### config.mk
export PLATFORM = sky130hd
export DESIGN_NAME = regfile_lcd_scanner_flat
export DESIGN_NICKNAME = d
export VERILOG_FILES = /design/src/rtl/regfile_lcd_scanner_if.sv /design/src/rtl/regfile_lcd_scanner.sv /design/src/flat_wrapper.sv
export SDC_FILE = /design/constraint.sdc
export NUM_CORES = 1
export LEC_CHECK = 0
export CORE_AREA = 4 4 115 117
export DETAILED_ROUTE_END_ITERATION = 10
export DIE_AREA = 0 0 119 121
export PLACE_DENSITY = 0.63
export SYNTH_ARGS = -nofsm -noshare
export SYNTH_HDL_FRONTEND = slang
export SYNTH_SLANG_ARGS = --single-unit
### constraint.sdc
create_clock -name clk -period 2.6 [get_ports clk]
set_input_delay 0.52 -clock clk [delete_from_list [all_inputs] [get_ports clk]]
set_output_delay 0.52 -clock clk [all_outputs]
set_load 0.005 [all_outputs]
### src/rtl/regfile_lcd_scanner_if.sv
// -----------------------------------------------------------------------------
// regfile_lcd_scanner_if
//   Dual read port of the 8x8-bit register file, as seen by the LCD scanner.
//
//   ra1, ra2 : read addresses (driven by the scanner, master side)
//   rd1, rd2 : read data for ra1 / ra2 (driven by the register file, slave
//              side; combinational read path)
// -----------------------------------------------------------------------------
interface regfile_lcd_scanner_if;
    logic [2:0] ra1;
    logic [2:0] ra2;
    logic [7:0] rd1;
    logic [7:0] rd2;

    modport master (output ra1, output ra2, input rd1, input rd2);
    modport slave  (input ra1, input ra2, output rd1, output rd2);
endinterface

### src/rtl/regfile_lcd_scanner.sv
// -----------------------------------------------------------------------------
// regfile_lcd_scanner
//   Read-side display sequencer for the 8x8-bit register file. Addresses
//   registers idx and idx+1 (mod 8), captures their read data and formats it
//   as two 6-character ASCII lines "Rn=HH " for the LCD character slots.
//   Auto-rotates every DWELL+1 cycles, or holds / single-steps on request.
//
//   Parameter
//     DWELL       SHOW-state cycles per register pair (2 .. 2^26-1)
//   Ports
//     clk         system clock, all state changes on rising edge
//     rst         synchronous active-high reset
//     hold        1 = freeze on current index
//     step        one-cycle pulse: advance index by one
//     rf          register file read port (master: ra1/ra2 out, rd1/rd2 in)
//     d0x0..d0x5  line-0 characters (register ra1)
//     d1x0..d1x5  line-1 characters (register ra2)
//     upd         one-cycle pulse: first character set for a new index valid
//     idx         index currently addressed
// -----------------------------------------------------------------------------
module regfile_lcd_scanner #(
    parameter int DWELL = 50_000_000
) (
    input  logic                         clk,
    input  logic                         rst,
    input  logic                         hold,
    input  logic                         step,
    regfile_lcd_scanner_if.master        rf,
    output logic [7:0]                   d0x0,
    output logic [7:0]                   d0x1,
    output logic [7:0]                   d0x2,
    output logic [7:0]                   d0x3,
    output logic [7:0]                   d0x4,
    output logic [7:0]                   d0x5,
    output logic [7:0]                   d1x0,
    output logic [7:0]                   d1x1,
    output logic [7:0]                   d1x2,
    output logic [7:0]                   d1x3,
    output logic [7:0]                   d1x4,
    output logic [7:0]                   d1x5,
    output logic                         upd,
    output logic [2:0]                   idx
);

    localparam logic [25:0] CNT_MAX = 26'(DWELL - 1);

    localparam logic [7:0] CH_SPACE = 8'h20;
    localparam logic [7:0] CH_R     = 8'h52;
    localparam logic [7:0] CH_EQ    = 8'h3D;
    localparam logic [7:0] CH_ZERO  = 8'h30;

    typedef enum logic {
        LOAD = 1'b0,   // read addresses settling, no capture
        SHOW = 1'b1    // capture every cycle, count dwell
    } state_t;

    state_t      state_q, state_d;
    logic [25:0] cnt_q;
    logic        advance;
    logic        capture;
    logic [2:0]  idx_next;

    // Nibble to uppercase ASCII hex digit.
    function automatic logic [7:0] hex_char(input logic [3:0] n);
        if (n < 4'd10) begin
            return CH_ZERO + {4'h0, n};
        end
        return 8'h37 + {4'h0, n};   // 'A' - 10
    endfunction

    // step wins over auto-advance; both move the index by exactly one.
    assign advance  = step || (state_q == SHOW && cnt_q == CNT_MAX && !hold);
    assign capture  = (state_q == SHOW);
    assign idx_next = idx + 3'd1;

    // -------------------------------------------------------------------------
    // FSM state register
    // -------------------------------------------------------------------------
    // NOTE: sequential state uses non-blocking (<=) so every register samples
    // the pre-edge values, independent of statement order.
    always_ff @(posedge clk) begin
        if (rst) begin
            state_q <= LOAD;
        end else begin
            state_q <= state_d;
        end
    end

    // -------------------------------------------------------------------------
    // FSM next-state logic
    // -------------------------------------------------------------------------
    // NOTE: the default assignment first guarantees state_d is written on every
    // path, so no latch is inferred.
    always_comb begin
        state_d = state_q;
        if (advance) begin
            state_d = LOAD;
        end else if (state_q == LOAD) begin
            state_d = SHOW;
        end
    end

    // -------------------------------------------------------------------------
    // Index and read addresses (registered together so ra1/ra2 are valid for
    // the whole LOAD cycle)
    // -------------------------------------------------------------------------
    always_ff @(posedge clk) begin
        if (rst) begin
            idx    <= 3'd0;
            rf.ra1 <= 3'd0;
            rf.ra2 <= 3'd1;
        end else if (advance) begin
            idx    <= idx_next;
            rf.ra1 <= idx_next;
            rf.ra2 <= idx_next + 3'd1;
        end
    end

    // -------------------------------------------------------------------------
    // Dwell counter: cleared in LOAD and on any advance, saturates at DWELL-1
    // so that releasing hold advances on the very next edge.
    // -------------------------------------------------------------------------
    always_ff @(posedge clk) begin
        if (rst) begin
            cnt_q <= '0;
        end else if (advance || state_q == LOAD) begin
            cnt_q <= '0;
        end else if (cnt_q != CNT_MAX) begin
            cnt_q <= cnt_q + 26'd1;
        end
    end

    // -------------------------------------------------------------------------
    // Update pulse: the counter is zero only on the first SHOW cycle after a
    // LOAD (DWELL >= 2), which is exactly the first capture for a new index.
    // -------------------------------------------------------------------------
    always_ff @(posedge clk) begin
        if (rst) begin
            upd <= 1'b0;
        end else begin
            upd <= capture && (cnt_q == '0);
        end
    end

    // -------------------------------------------------------------------------
    // Character registers: refreshed on every SHOW edge so register-file
    // writes show up one edge later without waiting for the next rotation.
    // -------------------------------------------------------------------------
    always_ff @(posedge clk) begin
        if (rst) begin
            d0x0 <= CH_SPACE;
            d0x1 <= CH_SPACE;
            d0x2 <= CH_SPACE;
            d0x3 <= CH_SPACE;
            d0x4 <= CH_SPACE;
            d0x5 <= CH_SPACE;
            d1x0 <= CH_SPACE;
            d1x1 <= CH_SPACE;
            d1x2 <= CH_SPACE;
            d1x3 <= CH_SPACE;
            d1x4 <= CH_SPACE;
            d1x5 <= CH_SPACE;
        end else if (capture) begin
            d0x0 <= CH_R;
            d0x1 <= CH_ZERO + {5'b0, rf.ra1};
            d0x2 <= CH_EQ;
            d0x3 <= hex_char(rf.rd1[7:4]);
            d0x4 <= hex_char(rf.rd1[3:0]);
            d0x5 <= CH_SPACE;
            d1x0 <= CH_R;
            d1x1 <= CH_ZERO + {5'b0, rf.ra2};
            d1x2 <= CH_EQ;
            d1x3 <= hex_char(rf.rd2[7:4]);
            d1x4 <= hex_char(rf.rd2[3:0]);
            d1x5 <= CH_SPACE;
        end
    end

endmodule
### src/flat_wrapper.sv
// flat-port wrapper written by rule: the top's interface ports become plain ports
module regfile_lcd_scanner_flat 
#(
    parameter int DWELL = 50_000_000
)
  (clk, rst, hold, step, d0x0, d0x1, d0x2, d0x3, d0x4, d0x5, d1x0, d1x1, d1x2, d1x3, d1x4, d1x5, upd, idx, rf_ra1, rf_ra2, rf_rd1, rf_rd2);
  regfile_lcd_scanner_if rf_i ();
  input  logic clk;
  input  logic rst;
  input  logic hold;
  input  logic step;
  output logic [7:0] d0x0;
  output logic [7:0] d0x1;
  output logic [7:0] d0x2;
  output logic [7:0] d0x3;
  output logic [7:0] d0x4;
  output logic [7:0] d0x5;
  output logic [7:0] d1x0;
  output logic [7:0] d1x1;
  output logic [7:0] d1x2;
  output logic [7:0] d1x3;
  output logic [7:0] d1x4;
  output logic [7:0] d1x5;
  output logic upd;
  output logic [2:0] idx;
  output wire logic [$bits(rf_i.ra1)-1:0] rf_ra1;
  output wire logic [$bits(rf_i.ra2)-1:0] rf_ra2;
  input wire logic [$bits(rf_i.rd1)-1:0] rf_rd1;
  input wire logic [$bits(rf_i.rd2)-1:0] rf_rd2;
  assign rf_ra1 = rf_i.ra1;
  assign rf_ra2 = rf_i.ra2;
  assign rf_i.rd1 = rf_rd1;
  assign rf_i.rd2 = rf_rd2;
  regfile_lcd_scanner #(.DWELL(DWELL)) u_core (.clk(clk), .rst(rst), .hold(hold), .step(step), .rf(rf_i), .d0x0(d0x0), .d0x1(d0x1), .d0x2(d0x2), .d0x3(d0x3), .d0x4(d0x4), .d0x5(d0x5), .d1x0(d1x0), .d1x1(d1x1), .d1x2(d1x2), .d1x3(d1x3), .d1x4(d1x4), .d1x5(d1x5), .upd(upd), .idx(idx));
endmodule
==> out/results.md <==
| Metric | Value | Unit |
|:---|:---|:---|
| Number of enable-type register cells in the synthesized netlist | 0 | - |
| Startpoint-to-endpoint class of the critical path | reg2reg | - |
| Accumulated negative setup slack | 0 | ns |
| Last weighted congestion value of the routability-driven placer | 0.8629 | - |
| Via count of the first global-routing pass | 2,786 | - |
| Minimum period implied by the final worst setup slack | 2.171 | ns |
| Hold Vio Cnt, Final | 0 | - |
| Overall routing resource usage | 0.1171 | - |
| Static leakage | 0.001799 | uW |
| Launching point of the worst reg2reg path | u_core.cnt_q[24] | - |
| Post-CTS sizing | 0 | - |
| Filler cell count | 1,249 | - |
| Overall power after layout | 2875 | uW |
| Pin count of the biggest net entering global routing | 43 | - |
| Final worst path period share | 0.8349 | - |
| Post-CTS setup-driven buffer insertion count | 0 | - |
| Remaining global-route overflow | 0 | - |
| Clk pin slew, worst setup/hold paths | 0.06 | ns |
| Number of nets with antenna violations after routing | 0 | - |
| Worst Setup Start Kind | register | - |
| Area added between synthesis and finish | 28.70 | % |
| Maximum fanout count along the critical path | 8 | - |
| Antenna cell count | 0 | - |
| Average cell area after synthesis | 8.250 | um2 |
| Number of register bits inferred by synthesis | 70 | - |
| HPWL after detailed placement | 6159 | um |
| Post-Syn Area | 3613 | um2 |
| Ratio of cells with drive above 1 in the final layout | 0.05952 | - |
| Worst-case setup margin in the final layout | 0.4291 | ns |
| Post-detailed-placement cell area | 4304 | um2 |
| Share of flip-flops with an asynchronous set or reset | 0 | - |
| Setup slack on the worst flop-to-flop path | 0.43 | ns |
| Beginning of the worst hold path | rst | - |
| Worst Setup SP | u_core.cnt_q[24] | - |
| Core Box Area | 12,360 | um2 |
| Horizontal die dimension | 119 | um |
| Global-route wire length before repair | 13,920 | um |
| Wirelength per Cell | 12.61 | um |
| Data required, critical path | 2.84 | ns |
| # Max-Cap Violations | 0 | - |
| Clock root buffer | sky130_fd_sc_hd__clkbuf_16 | - |
| Clock latency reported for the late side of the worst-skew pair | 0.32 | ns |
| Final design instance area without fill | 4651 | um2 |
| Iteration-0 DRC count of the detailed router | 143 | - |
| Floorplan row count | 41 | - |
| Count of final setup violators | 0 | - |
| Unrepaired setup endpoints after global routing | false | - |
| Maximum root-to-sink buffer count | 2 | - |
| CTS buffer count | 9 | - |
| # clock sinks | 70 | - |
| Post-synthesis instance total | 438 | - |
| Post-route clock skew | 0.004818 | ns |
| Ys flop type | sky130_fd_sc_hd__dfxtp_1 | - |
| Crit path DAT | 2.42 | ns |
| Maximum clock frequency | 0.4606 | GHz |
| Worst VDD drop | 0.0004268 | V |
| Vias per cell | 4.459 | - |
| Fin nets | 527 | - |
| Critical Path End Type | register | - |
| Die extent in y | 121 | um |
| Status | finished, final reports clean | - |
| Layout Cells excl Fill | 676 | - |
| Die Area | 14,400 | um2 |
| Power Density | 618.1 | nW/um2 |
| Starting utilization of the core area | 0.2923 | - |
| DRC violations left | 0 | - |
| Yosys warning count | 0 | - |
| Antenna violations before repair | 0 | - |
| Worst Tran Pin Value | 0.6646 | ns |
| Count of different cell masters after synthesis | 42 | - |
| Count of pins over their slew limit | 0 | - |
| Post-detailed-routing wire length | 8521 | um |
| Worst setup slack before clock tree synthesis | 0.4563 | ns |
| Normalized max-slew margin | 0.5529 | - |
| Total instance count after detailed placement | 660 | - |
| Hold-fix buffer count after cts | 0 | - |
| Clock tree from TritonCTS | built | - |
| Max H-tree Level | 3 | - |
| Path category of the worst min-delay check | in2reg | - |
| Register area share after synthesis | 0.3878 | - |
| Number of optimization iterations in the first detailed-route pass | 4 | - |
| Total of buffers placed on input and output ports | 81 | - |
| # IOs | 126 | - |
| Total number of vias | 3,014 | - |
[kinds of logic (layout without fill, tap and decap cells)]
| kind of cell | count (synthesis) | count (layout) | share of synthesized area |
|---|---|---|---|
| buffers and inverters | 94 | 118 | 0.1641 |
| AND/OR/NAND/NOR | 164 | 164 | 0.2136 |
| multiplexers | 11 | 11 | 0.03047 |
| adder cells (fa/ha/maj) | 8 | 8 | 0.02770 |
| XOR/XNOR | 20 | 20 | 0.04848 |
| flip-flops | 70 | 70 | 0.3878 |
| other | 2 | 44 | 0.002078 |
| AO/OA/AOI/OAI | 69 | 69 | 0.1257 |
[routing by layer]
layer / global-route usage / wire length (um)
met1: 0.1430 / 3680
met2: 0.1939 / 4106
met3: 0.03030 / 561
met4: 0.05286 / 172
met5: 0 / 0
[area by class of cell]
type                       instances  area [um2]  area share
sequential                        70        1401      0.3013
inverter                          14       52.55     0.01130
clock inverter                     7       121.4     0.02610
multi-input combinational        316        1777      0.3820
timing repair buffer              88       858.3      0.1846
clock buffer                       9       225.2     0.04843
tap                              172       215.2     0.04627
[synth_stat cells (4+ instances only)]
cell / number / area (um2)
sky130_fd_sc_hd__a311oi_1: 6 / 52.55
sky130_fd_sc_hd__xor2_1: 13 / 113.9
sky130_fd_sc_hd__nor2_1: 62 / 232.7
sky130_fd_sc_hd__and3_1: 5 / 31.28
sky130_fd_sc_hd__nand2_1: 42 / 157.7
sky130_fd_sc_hd__a211oi_1: 7 / 52.55
sky130_fd_sc_hd__dfxtp_1: 70 / 1401
sky130_fd_sc_hd__a211o_1: 4 / 35.03
sky130_fd_sc_hd__buf_1: 4 / 15.01
sky130_fd_sc_hd__inv_1: 14 / 52.55
sky130_fd_sc_hd__nor2b_1: 4 / 25.02
sky130_fd_sc_hd__ha_1: 8 / 100.1
sky130_fd_sc_hd__clkbuf_1: 10 / 37.54
sky130_fd_sc_hd__a31oi_1: 5 / 31.28
sky130_fd_sc_hd__o21ai_0: 10 / 50.05
sky130_fd_sc_hd__xnor2_1: 7 / 61.31
sky130_fd_sc_hd__nor4_1: 7 / 43.79
sky130_fd_sc_hd__nand3_1: 13 / 65.06
sky130_fd_sc_hd__nand4_1: 11 / 68.82
sky130_fd_sc_hd__mux2i_1: 11 / 110.1
sky130_fd_sc_hd__nor3_1: 7 / 35.03
sky130_fd_sc_hd__o21a_1: 4 / 30.03
sky130_fd_sc_hd__buf_4: 63 / 473.0
sky130_fd_sc_hd__a21oi_1: 22 / 110.1
[report_power, final]
| part | total (uW) | leakage (uW) | internal, uW | switching, uW |
|---|---|---|---|---|
| registers | 1150 | 0.000571 | 1110 | 32.1 |
| logic | 326 | 0.00106 | 178 | 147 |
| clock network | 1400 | 0.000170 | 941 | 461 |
| total | 2870 | 0.00180 | 2230 | 641 |
[per-stage QoR]
stage	utilization	hold slack, ns
2_1_floorplan	-	0.4547
3_3_place_gp	0.3481	0.4496
3_5_place_dp	0.3481	0.4535
4_1_cts	0.3762	0.4463
5_1_grt	0.3762	0.4673
6_report	0.3762	0.4527
[path summary, 6_finish.rpt]
path | to | cells past startpoint
setup reg to reg | u_core.rf.ra1[2] | 5
setup / recovery | u_core.rf.ra1[2] | 5
hold reg to reg | u_core.d0x4[5] | 1
hold / removal | u_core.d1x1[1] | 2
[sequential cells by signal, summed over array words and instances (netlist names), 3 cells and up]
register / flops
u_core.cnt_q: 26
u_core.d1x4: 7
u_core.d0x3: 7
u_core.d1x3: 7
u_core.d1x1: 3
u_core.rf.ra2: 3
u_core.d0x4: 7
u_core.d0x1: 3
u_core.rf.ra1: 3
[critical path: stages (launching register included)]
cell and delay, ns:
sky130_fd_sc_hd__dfxtp_1 0.33, sky130_fd_sc_hd__or4_1 0.59, sky130_fd_sc_hd__nor4_4 0.36, sky130_fd_sc_hd__nand3_2 0.21
sky130_fd_sc_hd__or4_1 0.50, sky130_fd_sc_hd__o211ai_1 0.10
[layout by cell type (no fill, tap or decap), types with 4 or more instances in the layout]
master	synthesis	final
sky130_fd_sc_hd__a311oi_1	6	6
sky130_fd_sc_hd__nor2b_1	4	4
sky130_fd_sc_hd__a211o_1	4	4
sky130_fd_sc_hd__xnor2_1	7	7
sky130_fd_sc_hd__o21a_1	4	4
sky130_fd_sc_hd__nor4_1	7	7
sky130_fd_sc_hd__conb_1	2	44
sky130_fd_sc_hd__nor3_1	7	7
sky130_fd_sc_hd__clkdlybuf4s50_1	0	80
sky130_fd_sc_hd__nand4_1	11	11
sky130_fd_sc_hd__a211oi_1	7	7
sky130_fd_sc_hd__buf_4	63	7
sky130_fd_sc_hd__dfxtp_1	70	70
sky130_fd_sc_hd__a21oi_1	22	22
sky130_fd_sc_hd__a31oi_1	5	5
sky130_fd_sc_hd__and3_1	5	5
sky130_fd_sc_hd__clkbuf_16	0	9
sky130_fd_sc_hd__xor2_1	13	13
sky130_fd_sc_hd__mux2i_1	11	11
sky130_fd_sc_hd__o21ai_0	10	10
sky130_fd_sc_hd__inv_1	14	14
sky130_fd_sc_hd__ha_1	8	8
sky130_fd_sc_hd__nor2_1	62	62
sky130_fd_sc_hd__nand2_1	42	42
sky130_fd_sc_hd__nand3_1	13	13
Power figures use the tool's default switching activity.
